[src/rtl/pwm_sample_pacer_if.sv]
// Sample stream handshake into the PWM pacer.
// Producer drives data/valid, pacer returns ready.
interface pwm_sample_pacer_if #(
  parameter int res = 8
);
  logic [res-1:0] s_data;
  logic           s_valid;
  logic           s_ready;

  modport master (
    output s_data,
    output s_valid,
    input  s_ready
  );

  modport slave (
    input  s_data,
    input  s_valid,
    output s_ready
  );
endinterface

[src/rtl/pwm_sample_pacer.sv]
// Burst-in / paced-out sample FIFO feeding the PWM generator.
// One sample released per fclkm/fs cycles; underrun is sticky.
module pwm_sample_pacer #(
  parameter int res   = 8,
  parameter int depth = 16,
  parameter int fclkm = 16000000,
  parameter int fs    = 10000,
  parameter bit hold_on_underrun = 1'b1
) (
  input  logic                   clk,
  input  logic                   rst_n,
  input  logic                   enable,
  input  logic                   clr_underrun,
  pwm_sample_pacer_if.slave      s,
  output logic [res-1:0]         d_out,
  output logic                   strobe,
  output logic [$clog2(depth):0] level,
  output logic                   underrun
);

  localparam int div_n = fclkm / fs;
  localparam int aw    = $clog2(depth);
  localparam int lw    = aw + 1;
  localparam int cw    = $clog2(div_n);
  localparam logic [res-1:0] mid =
    {1'b1, {(res-1){1'b0}}};

  logic [res-1:0] mem [depth];
  logic [aw-1:0]  wr_ptr;
  logic [aw-1:0]  rd_ptr;
  logic [cw-1:0]  cnt;
  logic           full;
  logic           empty;
  logic           tick;
  logic           push;
  logic           pop;

  assign full  = (level == lw'(depth));
  assign empty = (level == '0);
  assign tick  = enable && (cnt == cw'(div_n - 1));
  assign push  = s.s_valid && !full;
  assign pop   = tick && !empty;

  assign s.s_ready = !full;

  // Storage needs no reset; level gates every read.
  always_ff @(posedge clk) begin
    if (push) begin
      mem[wr_ptr] <= s.s_data;
    end
  end

  always_ff @(posedge clk or negedge rst_n) begin
    if (!rst_n) begin
      wr_ptr   <= '0;
      rd_ptr   <= '0;
      cnt      <= '0;
      level    <= '0;
      d_out    <= mid;
      strobe   <= 1'b0;
      underrun <= 1'b0;
    end else begin
      if (enable) begin
        cnt <= tick ? '0 : cnt + 1'b1;
      end
      if (push) begin
        wr_ptr <= wr_ptr + 1'b1;
      end
      if (pop) begin
        rd_ptr <= rd_ptr + 1'b1;
      end
      unique case (1'b1)
        push && !pop: level <= level + 1'b1;
        pop && !push: level <= level - 1'b1;
        default:      level <= level;
      endcase
      strobe <= tick;
      if (pop) begin
        d_out <= mem[rd_ptr];
      end else if (tick && !hold_on_underrun) begin
        d_out <= mid;
      end
      // A fresh underrun beats a same-cycle clear.
      if (tick && empty) begin
        underrun <= 1'b1;
      end else if (clr_underrun) begin
        underrun <= 1'b0;
      end
    end
  end

endmodule
[src/flat_wrapper.sv]
// flat-port wrapper written by rule: the top's interface ports become plain ports
module pwm_sample_pacer_flat 
#(
  parameter int res   = 8,
  parameter int depth = 16,
  parameter int fclkm = 16000000,
  parameter int fs    = 10000,
  parameter bit hold_on_underrun = 1'b1
)
  (clk, rst_n, enable, clr_underrun, d_out, strobe, level, underrun, s_s_data, s_s_valid, s_s_ready);
  pwm_sample_pacer_if #(.res(res)) s_i ();
  input  logic clk;
  input  logic rst_n;
  input  logic enable;
  input  logic clr_underrun;
  output logic [res-1:0] d_out;
  output logic strobe;
  output logic [$clog2(depth):0] level;
  output logic underrun;
  input wire logic [$bits(s_i.s_data)-1:0] s_s_data;
  input wire logic [$bits(s_i.s_valid)-1:0] s_s_valid;
  output wire logic [$bits(s_i.s_ready)-1:0] s_s_ready;
  assign s_i.s_data = s_s_data;
  assign s_i.s_valid = s_s_valid;
  assign s_s_ready = s_i.s_ready;
  pwm_sample_pacer #(.res(res), .depth(depth), .fclkm(fclkm), .fs(fs), .hold_on_underrun(hold_on_underrun)) u_core (.clk(clk), .rst_n(rst_n), .enable(enable), .clr_underrun(clr_underrun), .s(s_i), .d_out(d_out), .strobe(strobe), .level(level), .underrun(underrun));
endmodule
[config.mk]
export PLATFORM = sky130hd
export DESIGN_NAME = pwm_sample_pacer_flat
export DESIGN_NICKNAME = d
export VERILOG_FILES = /design/src/rtl/pwm_sample_pacer_if.sv /design/src/rtl/pwm_sample_pacer.sv /design/src/flat_wrapper.sv
export SDC_FILE = /design/constraint.sdc
export NUM_CORES = 1
export LEC_CHECK = 0
export CAP_MARGIN = 20
export CORE_MARGIN = 2
export CORE_UTILIZATION = 55
export CTS_BUF_LIST = sky130_fd_sc_hd__clkbuf_4
export DETAILED_ROUTE_END_ITERATION = 12
export PLACE_DENSITY = 0.76
export SLEW_MARGIN = 20
export SYNTH_ARGS = -nofsm -noshare
export SYNTH_HDL_FRONTEND = slang
export SYNTH_SLANG_ARGS = --single-unit
[constraint.sdc]
create_clock -name clk -period 3.1 [get_ports clk]
set_input_delay 0.62 -clock clk [delete_from_list [all_inputs] [get_ports clk]]
set_output_delay 0.62 -clock clk [all_outputs]
set_load 0.02 [all_outputs]
==> impl_metrics.csv <==
group,metric,value,unit
run_status,run_status,"finished clean",
placed_design,final_wtd_congestion,0.801,
placed_design,dp_worst_slack,-148,ps
final_layout,area_growth,12.5,%
logic_synthesis,netlist-cell-type-count,49,
timing,achievable_frequency,0.349,GHz
timing,setup_viol_count_final,0,
final_layout,antennaDiodeCount,0,
global_route,antenna_found_initial,0,
floorplan,design.core.area,12100,sq um
clock_tree,cts_bufs_inserted,17,
floorplan,horiz_die_dim,116,microns
final_layout,area_taken_by_multi_input_logic_gates,1980,sq um
routing,routed_wire_length_per_instance,19.7,microns
power,p_total,4.79,mW
logic_synthesis,syn_area_per_cell,18.3,sq um
global_route,grt_max_degree,35,
power,power.leakage,2.65,nW
floorplan,top_level_ports,29,
timing,timing.final.crit_share,92.5,%
clock_tree,cts-htree-levels,4,
routing,num_vias,3451,
final_layout,final_layout_size_suffix_gt1_share,20.8,%
logic_synthesis,synth-seq-cells,162,
placed_design,place.detailed.hpwl,7910,microns
power,power_density,622,nW/um^2
timing,timing.clock.skew,15.4,ps
worst_hold_path,worst_hold_path_type,"in -> async",
logic_synthesis,synth_enable_flop_cells,128,
logic_synthesis,fraction_of_synthesized_cell_area_taken_by_the_top_area_cell_type,56.2,%
setup_path,worst-setup-path-type,"reg -> reg",
timing,whs,137,ps
clock_tree,clk_latency,560,ps
floorplan,rows,40,
setup_path,critical_path.endpoint_type,"register",
logic_synthesis,synth_top_cell_by_area,"sky130_fd_sc_hd__edfxtp_1",
global_route,first_global_vias,3516,
logic_synthesis,ys_dominant_reg_cell,"sky130_fd_sc_hd__edfxtp_1",
routing,drc,0,
floorplan,vertical_die_dimension,116,microns
clock_tree,clock_tree.buffer_depth,2,
setup_path,startpoint_type_of_the_worst_setup_path,"register",
floorplan,area_of_the_die,13300,sq um
global_route,grt_use_total,20.1,%
routing,drtIter0Drc,201,
clock_tree,cts_tree,"built",
setup_path,cp.arrival,3320,ps
clock_tree,holdBufCountCts,0,
clock_tree,cts.sink_count,162,
power,ir_worst_vdd,454,uV
logic_synthesis,ys_async_sr_fraction,21.0,%
logic_synthesis,mappedNetlistNets,397,
routing,antenna_left,0,
logic_synthesis,syn_area,6840,sq um
timing,fin_crit,2870,ps
global_route,global_route_wire_length_before_repair,19200,microns
routing,post_drt_via_cell_ratio,5.65,
timing,hold_viol_final,0,
routing,first_pass_iters,5,
flow_run,max_cap_viol_count,0,
final_layout,nets,453,
setup_path,worst-r2r-cell-count,10,
logic_synthesis,synth_area_leaders,"sky130_fd_sc_hd__edfxtp_1, sky130_fd_sc_hd__dfrtp_1, sky130_fd_sc_hd__mux4_1",
clock_tree,cts.repair_timing.setup_buffer_count,0,
timing,drv_slew,0,
clock_tree,post_cts_sizing,0,
clock_tree,cts.reportedPaths.clkPinSlew,140,ps
timing,timing.setup.tns,0,ps
final_layout,num-fill-cells,845,
final_layout,area_occupied_by_registers,4700,sq um
floorplan,initial_utilization,56.7,%
timing,tightestPinTransition,823,ps
routing,wirelength,12000,microns
clock_tree,cts_root_buf,"sky130_fd_sc_hd__clkbuf_4",
timing,worst_slew_margin_relative_to_its_limit,45.2,%
logic_synthesis,synth-seq-area-share,68.7,%
logic_synthesis,synth_most_common_cell,"sky130_fd_sc_hd__edfxtp_1",
timing,rsz0062_at_grt,"no",
setup_path,worst-endpoint-required,3550,ps
logic_synthesis,synth_common_cells,"sky130_fd_sc_hd__edfxtp_1, sky130_fd_sc_hd__dfrtp_1, sky130_fd_sc_hd__mux2i_1",
global_route,globalRouteOverflowTotal,0,
logic_synthesis,ys_warn_count,0,
logic_synthesis,syn-instance-count,374,
setup_path,critPathMaxFanout,8,
placed_design,io_buffer_count,28,
timing,setup_slack,232,ps
cells in the final DEF (no fill, tap or decap), drive strengths merged, types with 4 or more instances in the layout:
master           n
buf             29
clkbuf          17
clkdlybuf4s50   27
clkinv           6
dfrtp           33
edfxtp         128
ha              10
inv             11
mux2            11
mux2i           24
mux4            32
nand2           14
nand2b           5
nand3            6
nor2            22
nor3             6
nor4             4
o21ai            6
xnor2           11
xor2             6
stage by stage:
step / cells / instance area (sq um) / util [%]
2_1_floorplan: 374 / 6840 / -
3_3_place_gp: 579 / 7410 / 61.4
3_5_place_dp: 579 / 7410 / 61.4
4_1_cts: 611 / 7690 / 63.8
5_1_grt: 611 / 7690 / 63.8
6_report: 611 / 7690 / 63.8
critical path, cell delays in order, from the launching register on:
cell,delay [ps]
sky130_fd_sc_hd__dfrtp_1,510
sky130_fd_sc_hd__nor4_4,400
sky130_fd_sc_hd__nand2_1,180
sky130_fd_sc_hd__and2_2,220
sky130_fd_sc_hd__ha_1,280
sky130_fd_sc_hd__xor2_1,170
sky130_fd_sc_hd__ha_1,200
sky130_fd_sc_hd__o211a_1,240
sky130_fd_sc_hd__or4_1,400
sky130_fd_sc_hd__nand3_1,100
sky130_fd_sc_hd__nor3b_1,50
per-layer routing:
layer  wire [microns]  GRT usage [%]  share of wire (%)
met2             6220           33.2                 52
met4              147           6.67                1.2
met1             5110           25.8                 42
met3              566           5.91                4.7
met5                0              0                  0
power breakdown:
| part | total (mW) | switching [mW] | internal, mW |
|---|---|---|---|
| registers | 2.82 | 0.203 | 2.61 |
| logic | 0.746 | 0.406 | 0.340 |
| clock network | 1.22 | 0.739 | 0.484 |
| total | 4.79 | 1.35 | 3.44 |
layout make-up:
cell class,instances,area share (%)
well taps,168,2.73
repair buffers,56,6.47
flip-flops and latches,162,61.0
inverters,7,0.341
clock inverters,15,2.03
multi-input cells,186,25.7
clock buffers,17,1.66
path summary, 6_finish.rpt:
check,start,endpoint,slack (ps)
worst min register to register,u_core.underrun,u_core.underrun,510
worst min-delay path,rst_n,u_core.cnt[3],140
worst max register to register,u_core.level[1],u_core.level[4],230
worst max-delay path,u_core.level[1],u_core.level[4],230
max in group asynchronous,rst_n,u_core.rd_ptr[1],2410
min in group clk,u_core.underrun,u_core.underrun,510
state kept, by name, indices dropped and copies added (netlist names):
register	flops
u_core.d_out	8
u_core.mem	128
u_core.wr_ptr	4
u_core.underrun	1
u_core.rd_ptr	4
u_core.strobe	1
u_core.cnt	11
u_core.level	5
kinds of logic after synthesis:
family,count (synthesis),synth area share (%)
xor+xnor,17,2.18
simple gates,73,5.67
buf+inv,26,2.38
mux,67,17.3
fa+ha+maj,10,1.83
compound gates,19,1.98
flops,162,68.7
No activity file was read; power rests on OpenSTA's default activity.
